===== src/rtl/wish_pkg.sv =====
// Shared definitions for the wish_* width converters: tag bit positions and FSM encodings.
package wish_pkg;

    localparam int TGC_FIRST_BIT = 0;
    localparam int TGC_LAST_BIT  = 1;

    typedef enum logic {
        ST_IDLE = 1'b0,
        ST_BUSY = 1'b1
    } state_t;

endpackage


===== src/rtl/wish_skid.sv =====
// One-entry registered skid buffer; passes through when empty and downstream is ready.
// in_rdy is a pure flop output (low only while the entry holds a word).
module wish_skid #(
    parameter int WIDTH = 8
) (
    input  logic             clk_i,
    input  logic             rst_i,
    input  logic             in_vld,
    output logic             in_rdy,
    input  logic [WIDTH-1:0] in_dat,
    output logic             out_vld,
    input  logic             out_rdy,
    output logic [WIDTH-1:0] out_dat
);

    logic             full;
    logic [WIDTH-1:0] hold_dat;

    always_ff @(posedge clk_i or negedge rst_i) begin
        if (!rst_i) begin
            full     <= 1'b0;
            hold_dat <= '0;
        end else if (!full && in_vld && !out_rdy) begin
            full     <= 1'b1;
            hold_dat <= in_dat;
        end else if (full && out_rdy) begin
            full     <= 1'b0;
        end
    end

    assign in_rdy  = !full;
    assign out_vld = full || in_vld;
    assign out_dat = full ? hold_dat : in_dat;

endmodule


===== src/rtl/wish_unpack.sv =====
// Splits one wide word into NUM_PACK narrow beats, moving first/last tag bits to the edge beats.
// 1 cycle accept-to-first-beat; WISH_UNPACK_SKID_EN adds a skid entry so s_stall_o is a flop output.
module wish_unpack
    import wish_pkg::*;
#(
    parameter int DATA_WIDTH    = 8,
    parameter int NUM_PACK      = 4,
    parameter int TGC_WIDTH     = 2,
    parameter int LITTLE_ENDIAN = 0
) (
    input  logic                           clk_i,
    input  logic                           rst_i,
    input  logic                           s_stb_i,
    input  logic                           s_cyc_i,
    input  logic [DATA_WIDTH*NUM_PACK-1:0] s_dat_i,
    input  logic [TGC_WIDTH-1:0]           s_tgc_i,
    output logic                           s_stall_o,
    output logic                           s_ack_o,
    output logic                           d_stb_o,
    output logic                           d_cyc_o,
    output logic [DATA_WIDTH-1:0]          d_dat_o,
    output logic [TGC_WIDTH-1:0]           d_tgc_o,
    input  logic                           d_ack_i
);

    localparam int WIDE_WIDTH = DATA_WIDTH * NUM_PACK;
    localparam int IDX_WIDTH  = (NUM_PACK > 1) ? $clog2(NUM_PACK) : 1;
    localparam logic [IDX_WIDTH-1:0] LAST_IDX = IDX_WIDTH'(NUM_PACK - 1);

    state_t                  state;
    state_t                  state_nxt;
    logic [IDX_WIDTH-1:0]    beat_idx;
    logic [WIDE_WIDTH-1:0]   shreg;
    logic [TGC_WIDTH-1:0]    tag_q;
    logic                    busy;
    logic                    final_beat;
    logic                    unp_rdy;
    logic                    ld_vld;
    logic                    load;
    logic                    in_acc;
    logic [WIDE_WIDTH-1:0]   ld_dat;
    logic [TGC_WIDTH-1:0]    ld_tgc;
    logic [DATA_WIDTH-1:0]   cur_slice;

    assign busy       = (state == ST_BUSY);
    assign final_beat = busy && (beat_idx == LAST_IDX) && d_ack_i;
    // The unpacker can take a new word when idle or while its last beat leaves.
    assign unp_rdy    = !busy || final_beat;
    assign load       = ld_vld && unp_rdy;

`ifdef WISH_UNPACK_SKID_EN
    logic                            skid_rdy;
    logic [WIDE_WIDTH+TGC_WIDTH-1:0] skid_out;

    wish_skid #(
        .WIDTH (WIDE_WIDTH + TGC_WIDTH)
    ) u_skid (
        .clk_i   (clk_i),
        .rst_i   (rst_i),
        .in_vld  (s_cyc_i && s_stb_i),
        .in_rdy  (skid_rdy),
        .in_dat  ({s_tgc_i, s_dat_i}),
        .out_vld (ld_vld),
        .out_rdy (unp_rdy),
        .out_dat (skid_out)
    );

    assign ld_dat    = skid_out[WIDE_WIDTH-1:0];
    assign ld_tgc    = skid_out[WIDE_WIDTH +: TGC_WIDTH];
    assign s_stall_o = !skid_rdy;
    assign in_acc    = s_cyc_i && s_stb_i && skid_rdy;
`else
    assign ld_vld    = s_cyc_i && s_stb_i;
    assign ld_dat    = s_dat_i;
    assign ld_tgc    = s_tgc_i;
    assign s_stall_o = !unp_rdy;
    assign in_acc    = load;
`endif

    always_ff @(posedge clk_i or negedge rst_i) begin
        if (!rst_i) begin
            state <= ST_IDLE;
        end else begin
            state <= state_nxt;
        end
    end

    always_comb begin
        state_nxt = state;
        case (state)
            ST_IDLE: if (load) state_nxt = ST_BUSY;
            ST_BUSY: if (final_beat) state_nxt = load ? ST_BUSY : ST_IDLE;
            default: state_nxt = ST_IDLE;
        endcase
    end

    always_ff @(posedge clk_i or negedge rst_i) begin
        if (!rst_i) begin
            s_ack_o  <= 1'b0;
            beat_idx <= '0;
            shreg    <= '0;
            tag_q    <= '0;
        end else begin
            s_ack_o <= in_acc;
            if (load) begin
                shreg    <= ld_dat;
                tag_q    <= ld_tgc;
                beat_idx <= '0;
            end else if (busy && d_ack_i) begin
                shreg    <= (LITTLE_ENDIAN != 0) ? (shreg >> DATA_WIDTH) : (shreg << DATA_WIDTH);
                beat_idx <= beat_idx + IDX_WIDTH'(1);
            end
        end
    end

    assign cur_slice = (LITTLE_ENDIAN != 0) ? shreg[DATA_WIDTH-1:0]
                                            : shreg[WIDE_WIDTH-1 -: DATA_WIDTH];

    assign d_stb_o = busy;
    assign d_cyc_o = busy;
    assign d_dat_o = busy ? cur_slice : '0;

    // User tag bits ride on every beat; first/last only on the edge beats.
    always_comb begin
        d_tgc_o = '0;
        if (busy) begin
            d_tgc_o                = tag_q;
            d_tgc_o[TGC_FIRST_BIT] = tag_q[TGC_FIRST_BIT] && (beat_idx == '0);
            d_tgc_o[TGC_LAST_BIT]  = tag_q[TGC_LAST_BIT] && (beat_idx == LAST_IDX);
        end
    end

endmodule


===== config.mk =====
export PLATFORM = sky130hd
export DESIGN_NAME = wish_unpack
export DESIGN_NICKNAME = d
export VERILOG_FILES = /design/src/rtl/wish_pkg.sv /design/src/rtl/wish_skid.sv /design/src/rtl/wish_unpack.sv
export SDC_FILE = /design/constraint.sdc
export NUM_CORES = 1
export LEC_CHECK = 0
export CAP_MARGIN = 20
export CORE_MARGIN = 8
export CORE_UTILIZATION = 48
export CTS_BUF_LIST = sky130_fd_sc_hd__clkbuf_4 sky130_fd_sc_hd__clkbuf_8
export DETAILED_ROUTE_END_ITERATION = 12
export GPL_TIMING_DRIVEN = 0
export PLACE_DENSITY = 0.82
export SLEW_MARGIN = 40
export SYNTH_ARGS = -nofsm -noshare
export SYNTH_HDL_FRONTEND = slang
export SYNTH_SLANG_ARGS = --single-unit

===== constraint.sdc =====
create_clock -name clk_i -period 2.25 [get_ports clk_i]
set_clock_uncertainty 0.1 [all_clocks]
set_input_delay 0.225 -clock clk_i [delete_from_list [all_inputs] [get_ports clk_i]]
set_output_delay 0.225 -clock clk_i [all_outputs]
set_load 0.01 [all_outputs]

; Yosys cells after proc, flatten, opt, wreduce, memory -nomap -nowiden
; Index checks and enable logic that the tools add are counted.
[word_totals]
ff_bits = 38
inputBits = 39
out_inout_bits = 14
wordCells = 29
[classes]
add_sub_neg = 1
eq_ne = 1
mux = 9
bitwise_logic = 1
n_reduce_logical = 12
[ops]
columns = op, n
row1 = $mux W32, 2
row2 = $mux W8, 1
row3 = $logic_and A1 B1 Y1, 7
row4 = $mux W2, 3
row5 = $add A2 B1 Y2 const B, 1
row6 = $eq A2 B2 Y1 const B, 1
row7 = $logic_not A1 Y1, 2
row8 = $logic_not A2 Y1, 1
row9 = $mux W1, 2
row10 = $pmux W1 S2, 1
row11 = $reduce_bool A2 Y1, 1
row12 = $logic_or A1 B1 Y1, 1
row13 = $not A1 Y1, 1

; Longest topological paths before layout
; Gate-level depths: netlist of the first run.
[logic_depth]
word_depth = 8
depth_mapped = 5
depth_no_buf = 4

; Worst setup path after synthesis of the first run
; OpenSTA, ideal clock, no wires.
[synth_timing]
path_kind = register -> register
start = register beat_idx[0]
end = register shreg[30]
setup_time_ps = 126
arrival_time_ps = 1392
required_ps = 2024
setup_slack_ps = 632
path_stages_with_launch = 6
path_buffers = 1
period_less_slack_ps = 1618
cell_sequence = dfrtp_1 -> ha_1 -> a21boi_4 -> nor2_4 -> buf_6 -> a221o_1
[synth_between]
elab_chain_cells = 6
elab_cells_between_ends = 7
classes_between = eq/ne (1) / mux (1) / reduce/logical (5)
[synth_rtl]
columns = element, line_no
row1 = from (decl), wish_unpack.sv:32  ; logic [IDX_WIDTH-1:0] beat_idx;
row2 = from (signal assigned), wish_unpack.sv:111  ; beat_idx <= beat_idx + IDX_WIDTH'(1);
row3 = $eq A2 B2 Y1 *, wish_unpack.sv:46  ; assign final_beat = busy && (beat_idx == LAST_IDX) && d_ack_i;
row4 = $logic_and A1 B1 Y1 * (2 in series), wish_unpack.sv:46
row5 = $logic_or A1 B1 Y1 *, wish_unpack.sv:48  ; assign unp_rdy = !busy || final_beat;
row6 = $logic_and A1 B1 Y1 *, wish_unpack.sv:49  ; assign load = ld_vld && unp_rdy;
row7 = net in_acc, wish_unpack.sv:40  ; logic in_acc;
row8 = $mux W32 or $reduce_bool A2 Y1 (tied branches), --
row9 = to (signal assigned), wish_unpack.sv:106  ; shreg <= ld_dat;
row10 = to (signal assigned), wish_unpack.sv:110  ; shreg <= (LITTLE_ENDIAN != 0) ? (shreg >> DATA_WIDTH) : (shreg << DATA_WIDTH);
row11 = to (decl), wish_unpack.sv:33  ; logic [WIDE_WIDTH-1:0] shreg;
; Mark *: on every way through the listed nets, which the timed path passes. The rest lies on a longest branch.
; A chain may end at the register's enable or synchronous reset.

; Worst setup path after layout of the first run
[layout_timing]
start = register beat_idx[0]
end = output port s_stall_o
[layout_between]
elab_chain_cells = 5
[layout_rtl]
columns = element, line_no
row1 = $eq A2 B2 Y1, wish_unpack.sv:46
row2 = $logic_and A1 B1 Y1 (2 in series), wish_unpack.sv:46
row3 = $logic_or A1 B1 Y1, wish_unpack.sv:48
row4 = $logic_not A1 Y1, wish_unpack.sv:76  ; assign s_stall_o = !unp_rdy;
row5 = to (decl), wish_unpack.sv:17  ; output logic s_stall_o,
; No other way between the ends.

==> results.md, run 1 <==
* Initial Utilization at 48.7%
* Antenna-violating nets left at 0
* Maximum number of buffers from clock root to sink at 2
* Worst-path fanout max at 3
* Number of cells traversed by the worst register-to-register path at 5
* Fin. max-slew vios at 0
* Count of vias placed by the detailed router at 1,375
* Reg-to-reg critical path startpoint: beat_idx[0]$_DFFE_PN0P_
* Dominant synthesized flop cell: dfrtp_1
* Share of cells above drive strength 1 at around an eighth
* Final critical-path required period at 2140 ps
* Pin count of the biggest net entering global routing at 27
* Max-Cap Viols at 0
* Starting DRC count in detailed routing at 70
* Horiz. Die Dim at about 76 um
* Clock transition at the registers of the reported paths at 110 ps
* Peak VDD IR at roughly 720 uV
* Upper clock frequency limit at 466 MHz
* Pre-antenna DRT Iters at 4
* Most numerous cell in the Yosys netlist: dfrtp_1
* Worst relative slew slack at 76.1%
* Library cell with the largest summed area after synthesis: dfrtp_1
* Status: completed
* Critical path required time at approximately 1900 ps
* Wire length per cell at 18.3 um
* Clock tree from TritonCTS: built
* Element type at the critical path start: flip-flop
* Initial antenna violation count at 0
* Wire length reported by the detailed router at 4.42 mm
* # setup viols final at 0
* Power per unit of standard cell area at about 1000 nW/um2
* Wire length of the first global-routing pass at 7.29 mm
* Worst slack at placement at between 300 and 400 ps
* Die height at 76 um
* Final Non-Filler Cells at between 200 and 250
* Hold Crit Class: in -> async
* Total power at 2.52 mW
* Delay of the slowest critical-path stage at roughly 560 ps
* Num CTS Buffers at 5
* Cell chain of the critical path: ha_1 -> a21boi_4 -> clkdlybuf4s50_1
* Share of the yosys chip area belonging to registers at 55.0%
* Worst hold slack across all endpoints at 211 ps
* Portion of synthesized cell area occupied by the leading cell type at 55.0%
* Transition time of the tightest slew-check pin at between 300 and 400 ps
* Top post-synthesis cells by count: 38 x dfrtp_1, 26 x and3_1, 24 x a221o_1
* Synth Warn # at 0
* Clock tree sinks at 38
* Slack of the worst reg-to-reg path at 530 ps
* Crit path capture type: output port
* Unrepaired setup endpoints after global routing: false
* Number of placement rows at 22
* Share of synthesized registers carrying an async set or reset at 100%
* Capture instance of the worst register-to-register path: shreg[31]$_DFFE_PN0P_
* Post-synth EDFFs at 0
* Crit share post-route at 95.3%
* Cell Count Post-Placement at 233
* Number of top-level pins at 53
* Netlist Area Pre-Place at 1730 um2
* Setup_tns at 0 ps
* Diodes inserted at 0
* Number of hold-slack violations in the final timing report at 0
* Vias in the first global route at 1,454
* Area growth, synth to finish at 40.0%
* Post-CTS setup buffer count at 0
* Leakage component of the power at 1.17 nW
* Post-synth net total at between 150 and 200
* Skew-Pair Late Insertion Delay at 340 ps
* Worst Setup Path Type: reg -> out
* Syn avg cell area at ~13 um2
* Total core area at 3550 um2
* RePlAce Congestion at 0.865
* Clk root buf: clkbuf_4
* Worst setup slack after layout at 106 ps
* Floorplan die area at ~5800 um2
* Post-route DRC violation count at 0
* Flop and latch count out of synthesis at 38
* Cell at the slowest stage of the critical path: clkdlybuf4s50_1
* Total routing resource utilization after global routing at around 15%
* Top post-synthesis cells by area: dfrtp_1 55%, a221o_1 14%, and3_1 9.4%, a22o_1 4.6%, and2_1 3.3%
* Number of distinct library cell variants in the gate-level netlist after synthesis at 18
* Data arrival time of the critical path at approximately 1800 ps
* Number of port buffers at 52
* H-Tree Depth at 2
* Number of nets in the final layout at 234
* Drt via density at roughly 5.7
* Cell count after synthesis at 132
* Grt total ovfl at 0
flip-flops by register name, indices dropped and copies added, names as in the netlist:
name,flops
d_cyc_o,1
tag_q,2
shreg,32
beat_idx,2
s_ack_o,1
repair_timing:
item,in CTS,in global routing
resized for setup,1,0
endpoints found under the setup margin,2,0
hold buffers,1,0
hold endpoints to repair,38,0
metrics by stage:
| stage | cell area [um2] | util [%] |
|---|---|---|
| 2_1_floorplan | 1730 | - |
| 3_3_place_gp | 2310 | 65.0 |
| 3_5_place_dp | 2330 | 65.6 |
| 4_1_cts | 2420 | 68.1 |
| 5_1_grt | 2420 | 68.1 |
| 6_report | 2420 | 68.1 |
layout by cell type, fill, tap and decap left out, types with 2 or more instances in the layout:
| cell | instances |
|---|---|
| clkdlybuf4s50_1 | 51 |
| dfrtp_1 | 38 |
| and3_1 | 26 |
| a221o_1 | 24 |
| and2_1 | 9 |
| a22o_1 | 9 |
| buf_6 | 5 |
| clkbuf_4 | 5 |
| clkbuf_1 | 4 |
| mux2_2 | 3 |
| inv_1 | 2 |
| nand2_1 | 2 |
| buf_2 | 2 |
| ha_1 | 2 |
| clkinv_2 | 2 |
cell type report:
type	count	area, um2
fill	265	1130
sequential	38	951
multi-input combinational	80	682
timing repair buffer	54	553
buffer	12	88.8
tap	48	60.1
clock inverter	3	40.0
clock buffer	5	37.5
inverter	2	7.51
routing by layer:
layer	wire (um)	track usage (%)	share of wire, %
met3	453	6.13	10
met4	8	5.10	0.18
met1	1840	18.1	42
met2	2110	24.9	48
met5	0	0	0
power breakdown:
part	switching, mW	leakage, nW	internal [mW]
clock network	0.222	0.0450	0.230
registers	0.129	0.500	0.912
logic	0.430	0.629	0.600
kinds of logic after synthesis:
logic type	share of synthesized area [%]
adders and majority gates	1.45
AOI/OAI and AO/OA	20.8
muxes	1.95
and+or+nand+nor	15.3
buffers and inverters	5.50
DFF	55.0
worst max path at each step:
stage                            start                    end  slack (ps)  cells after the start
2_1_floorplan  beat_idx[0]$_DFFE_PN0P_  shreg[30]$_DFFE_PN0P_         630                      5
3_3_place_gp                     rst_i   shreg[7]$_DFFE_PN0P_          70                      1
3_5_place_dp                   d_ack_i  shreg[24]$_DFFE_PN0P_         320                      5
4_1_cts        beat_idx[0]$_DFFE_PN0P_              s_stall_o         100                      3
5_1_grt        beat_idx[0]$_DFFE_PN0P_              s_stall_o          40                      3
6_report       beat_idx[0]$_DFFE_PN0P_              s_stall_o         110                      3
worst max-delay path, delay by kind of cell (launching register included):
| kind | cells | cell delay, ps |
|---|---|---|
| AO/OA/AOI/OAI | 1 | 200 |
| adder cells (fa/ha/maj) | 1 | 300 |
| buffers and inverters | 1 | 560 |
| flip-flops | 1 | 410 |
No activity file was read; power rests on OpenSTA's default activity.
==> run 2: changes to the inputs <==
CORE_MARGIN = 4   (was 8)
==> results.md, run 2 (synthesized netlist as in run 1, its figures left out) <==
* Drt via density at 5.65 (-0.56%)
* Worst-path fanout max at 3 (unchanged)
* Share of cells above drive strength 1 at 12.9% (unchanged)
* Flip-flop count of the largest register, all copies and words added at 32 (unchanged)
* Clk root buf: clkbuf_4
* Area growth, synth to finish at 39.1%
* Number of top-level pins at 53 (unchanged)
* Final HPWL DP at 3.17 mm
* Clock tree sinks at 38 (unchanged)
* Worst slack at placement at 330 ps (+6.22 ps)
* Maximum number of buffers from clock root to sink at 2 (unchanged)
* Total power at 2.44 mW (-3.2%)
* Critical path required time at 1920 ps (about the same)
* Fin. max-slew vios at 0 (unchanged)
* Data arrival time of the critical path at 1810 ps (about the same)
* Highest-count cells in the layout ignoring fill and taps: 51 x clkdlybuf4s50_1, 38 x dfrtp_1, 26 x and3_1, 24 x a221o_1
* RePlAce Congestion at 0.880 (+1.8%)
* Clock tree from TritonCTS: built
* Vias in the first global route at 1,451 (-0.21%)
* Total core area at 3420 um2 (-3.8%)
* Floorplan die area at 4620 um2 (-20%)
* Number of port buffers at 52 (unchanged)
* Wire length reported by the detailed router at 4.16 mm (-6.0%)
* Most flop-heavy register: shreg
* Filler instances at 264 (-0.38%)
* Clock transition at the registers of the reported paths at 110 ps (about the same)
* Capture instance of the worst register-to-register path: shreg[18]$_DFFE_PN0P_
* Peak VDD IR at 586 uV (-19%)
* Most common cell after layout, fill and taps aside: clkdlybuf4s50_1
* Combined area of the multi-input logic cells at 682 um2 (unchanged)
* Hold Crit Class: in -> async
* Transition time of the tightest slew-check pin at 412 ps (+53.8 ps)
* Starting DRC count in detailed routing at 124 (+77%)
* Worst setup slack after layout at 117 ps (+11.2 ps)
* Element type at the critical path start: flip-flop
* Pin count of the biggest net entering global routing at 24 (-11%)
* H-Tree Depth at 2 (unchanged)
* Crit path capture type: output port
* Area taken by flip-flops and latches at 951 um2 (unchanged)
* Num CTS Buffers at 5 (unchanged)
* Post-CTS setup buffer count at 0 (unchanged)
* Leakage component of the power at 1.16 nW (-0.91%)
* Status: completed
* Power per unit of standard cell area at 1020 nW/um2 (-2.6%)
* Grt total ovfl at 0 (unchanged)
* Number of nets in the final layout at 234 (unchanged)
* Dpl cell area at 2330 um2 (-0.11%)
* Slack of the worst reg-to-reg path at 540 ps (about the same)
* # setup viols final at 0 (unchanged)
* Setup_tns at 0 ps (unchanged)
* Number of cells traversed by the worst register-to-register path at 5 (unchanged)
* Initial antenna violation count at 0 (unchanged)
* Pre-antenna DRT Iters at 4 (unchanged)
* Wire length of the first global-routing pass at 6.71 mm (-8.0%)
* Upper clock frequency limit at 469 MHz (+0.52%)
* Post-route DRC violation count at 0 (unchanged)
* Die height at 68 um (-11%)
* Count of vias placed by the detailed router at 1,356 (-1.4%)
* Worst relative slew slack at 72.5% (-3.6 points)
* Total routing resource utilization after global routing at 20.0% (+4.5 points)
* Worst Setup Path Type: reg -> out
* Summed area of non-filler cells in the final layout at 2400 um2 (-0.67%)
* Antenna-violating nets left at 0 (unchanged)
* Initial Utilization at 50.6% (+1.9 points)
* Horiz. Die Dim at 68 um (-11%)
* Number of placement rows at 21 (-4.5%)
* Biggest regs: shreg: 32 flops, beat_idx: 2 flops, tag_q: 2 flops
* Unrepaired setup endpoints after global routing: false
* Crit share post-route at 94.8% (-0.50 points)
* Number of hold-slack violations in the final timing report at 0 (unchanged)
* Skew-Pair Late Insertion Delay at 340 ps (about the same)
* Wire length per cell at 17.3 um (-5.2%)
* Max-Cap Viols at 0 (unchanged)
* Diodes inserted at 0 (unchanged)
* Final critical-path required period at 2130 ps (-11.2 ps)
* Reg-to-reg critical path startpoint: beat_idx[1]$_DFFE_PN0P_
-- run 2: repair_timing --
| action | in CTS | in global routing |
|---|---|---|
| hold buffers | 1 | 0 |
| setup endpoints to repair | 0 | 10 |
| hold endpoints to repair | 15 | 0 |
| resized for setup | 0 | 2 |
-- run 2: power by group --
part           switching, mW  total, mW  internal [mW]
clock network          0.227      0.377          0.150
registers              0.132       1.04          0.912
logic                  0.421       1.02          0.600
total                  0.780       2.44           1.66
-- run 2: cell type report --
type                            count  share of cell area [%]
Sequential cell                    38                    39.6
Multi-Input combinational cell     80                    28.4
Timing Repair Buffer               54                    23.0
Buffer                             12                    3.70
Tap cell                           46                    2.39
Clock buffer                        6                    2.13
Clock inverter                      2                   0.521
Inverter                            2                   0.312
-- run 2: how the worst max path moves through the flow --
stage / endpoint / startpoint / depth (start not counted) / slack, ps
floorplan: shreg[30]$_DFFE_PN0P_ / beat_idx[0]$_DFFE_PN0P_ / 5 / 630
global placement: shreg[30]$_DFFE_PN0P_ / rst_i / 1 / 70
detailed placement: shreg[27]$_DFFE_PN0P_ / s_cyc_i / 5 / 330
CTS: d_tgc_o[0] / d_cyc_o$_DFF_PN0_ / 3 / 30
global route: s_stall_o / beat_idx[1]$_DFFE_PN0P_ / 3 / 40
finish: s_stall_o / beat_idx[1]$_DFFE_PN0P_ / 3 / 120
-- run 2: per-layer routing --
| metal | global-route usage (%) | up-vias | part of all wire [%] |
|---|---|---|---|
| li1 | - | 636 | - |
| met1 | 23.3 | 662 | 40 |
| met2 | 34.7 | 51 | 52 |
| met3 | 4.43 | 7 | 5.4 |
| met4 | 9.18 | 0 | 1.7 |
| met5 | 0 | - | 0 |
-- run 2: critical path, cell delays in order (launching register included) --
cell,delay [ps]
dfrtp_1,420
ha_1,280
a21boi_4,200
clkdlybuf4s50_1,560
-- run 2: per-stage QoR --
stage          hold WS, ps  cells  util (%)
6_report               227    240      70.4
5_1_grt                273    240      70.4
4_1_cts                229    240      70.3
3_5_place_dp          77.9    231      68.2
3_3_place_gp           379    230      67.5
2_1_floorplan         -171    132         -
==> variant (settings of run 2) <==
Set the parameter `DATA_WIDTH` to 12 (it was 8).
--- a/src/rtl/wish_unpack.sv
+++ b/src/rtl/wish_unpack.sv
@@ -4,5 +4,5 @@
     import wish_pkg::*;
 #(
-    parameter int DATA_WIDTH    = 8,
+    parameter int DATA_WIDTH    = 12,
     parameter int NUM_PACK      = 4,
     parameter int TGC_WIDTH     = 2,
Ports: changed (resized d_dat_o and s_dat_i); port bits go from 53 to 73. No check against the original RTL was run, so the function may have changed too.
==> variant against run 2 <==
- setup slack better by 0.023 ns
- critical path depth is the same
- non-clock buffer count up 27
- global-route usage decreased by 0.71 points
- cell count increased by 40%
- area after synthesis rose by 41%
- wire length rose by 34%
- design area grew 40%
- total power grew 48%
- sequential cell count grew 16
- critical endpoint unchanged
- highest routed layer unchanged
==> variant: results (changes against run 2) <==
| Metric | Value |
|---|---|
| I/O Buffers | 72 (was 52) |
| Met3 GRT Util | 0.0397 (was 0.0443) |
| Final net count | 325 (was 234) |
| Post-synthesis mux area share | 0.0139 (was 0.0196) |
| Dominant cells by area after synthesis | dfrtp_1 55%, a221o_1 15%, and3_1 5.4% (was dfrtp_1 55%, a221o_1 14%, and3_1 9.4%) |
| Biggest regs | shreg (48), beat_idx (2), tag_q (2) (was shreg (32), beat_idx (2), tag_q (2)) |
| Critical R2R Launch | beat_idx[0] (was beat_idx[1]) |
| Post-Place Worst Slack | 0.357 ns (was 0.330 ns) |
| Worst Setup EP | s_stall_o (unchanged) |
| Met2 Usage GRT | 0.328 (was 0.347) |
| Setup Fix Bufs, Post-CTS | 0 (unchanged) |
| Clk root buf | clkbuf_8 (was clkbuf_4) |
| Worst path arrival time | 1.79 ns (was 1.81 ns) |
| Initial antenna violation count | 0 (unchanged) |
| Adder-Cell Fraction of Synth Area | 0.0103 (was 0.0145) |
| Register area share after synthesis | 0.554 (was 0.550) |
| Worst vdd ir | 0.643 mV (was 0.586 mV) |
| YS warnings | 0 (unchanged) |
| Worst Hold Class | input port to async pin (unchanged) |
| Largest net degree at the start of global routing | 38 (was 24) |
| Kind of critical path | register to output port (unchanged) |
| Synth Area in Compound Gates | 0.205 (was 0.208) |
| Cell variety after synth | 22 (was 18) |
| Leak Pwr | 0.00162 µW (was 0.00116 µW) |
| Skew-Pair Late Insertion Delay | 0.31 ns (was 0.34 ns) |
| R2R cell count | 5 (unchanged) |
| # diodes | 0 (unchanged) |
| Global Route Usage Sum | 0.192 (was 0.200) |
| Average wire per standard cell | 16.6 µm (was 17.3 µm) |
| FFs w/ async S/R, synth | 1.00 (unchanged) |
| Ys flop type | dfrtp_1 (unchanged) |
| Total clock buffers created by CTS | 5 (unchanged) |
| Post-DP HPWL | 4.19 mm (was 3.17 mm) |
| Met1 Resource Use GR | 0.242 (was 0.233) |
| First-pass GRT wire length | 9.20 mm (was 6.71 mm) |
| Reg-to-reg slack, setup | 0.54 ns (about the same) |
| Drt pass-1 iters | 4 (unchanged) |
| Worst r2r dst | shreg[18] (unchanged) |
| CP Max Fanout | 3 (unchanged) |
| Setup ws final | 0.140 ns (was 0.117 ns) |
| Area of placed instances | 3260 µm² (was 2330 µm²) |
| Status | finished clean (unchanged) |
| GPL Wtd Cong | 0.764 (was 0.880) |
| Vias in the first global route | 1949 (was 1451) |
| Worst-path clk slew | 0.09 ns (was 0.11 ns) |
| Maximum clock path buffer count | 2 (unchanged) |
| Commonest cells post-synth | 54 x dfrtp_1, 36 x a221o_1, 21 x and3_1 (was 38 x dfrtp_1, 26 x and3_1, 24 x a221o_1) |
| Net count after synthesis | 244 (was 173) |
| Slew headroom | 0.788 (was 0.725) |
| Share of layout cells above drive strength 1 | 0.182 (was 0.129) |
| Vias per inst | 5.53 (was 5.65) |
| Xor/xnor share of the synthesized area | 0 (unchanged) |
| H-tree levels | 2 (unchanged) |
| 1st-iter DRT viols | 106 (was 124) |
## variant: changes by cell type after synthesis, sizes merged
| cell | run 2 | this run |
|---|---|---|
| a221o | 24 | 36 |
| a22o | 9 | 13 |
| and2 | 9 | 13 |
| and3 | 26 | 38 |
| buf | 7 | 12 |
| clkbuf | 5 | 7 |
| dfrtp | 38 | 54 |
## variant: kinds of logic (layout without fill, tap and decap cells)
group | after synthesis | in the layout
DFF | 54 | 54
adders and majority gates | 2 | 2
muxes | 3 | 3
and+or+nand+nor | 56 | 56
AOI/OAI and AO/OA | 51 | 51
buffers and inverters | 21 | 103
## variant: repair_timing
action / in CTS / in global routing
setup endpoints to repair: 0 / 8
resized for setup: 0 / 1
hold endpoints to repair: 54 / 0
hold buffers: 1 / 0
## variant: worst max-delay path, cell delays in order, from the launching register on
cell	delay (ns)
dfrtp_1	0.41
ha_1	0.27
a21boi_4	0.22
clkdlybuf4s50_1	0.58
## variant: layout make-up
cell class,count,area (µm²)
multi-input combinational,112,946
timing repair buffer,74,748
sequential,54,1350
tap,67,83.8
buffer,19,134
clock inverter,1,5.00
fill,371,1450
clock buffer,7,90.1
inverter,2,7.51
## variant: where the power goes
| part | total [µW] | switching (µW) | internal (µW) |
|---|---|---|---|
| sequential | 1570 | 221 | 1350 |
| clock | 551 | 291 | 261 |
| combinational | 1480 | 578 | 905 |
| total | 3610 | 1090 | 2520 |
## variant: layer usage
metal	up-vias	wire length, µm
li1	892	-
met5	-	0
met4	0	68
met1	891	2420
met2	70	2710
met3	5	378
## variant: metrics by stage
step	hold WS (ns)	cells
finish	0.225	336
CTS	0.222	336
global route	0.246	336
floorplan	-0.171	187
global placement	0.379	326
detailed placement	0.0135	327
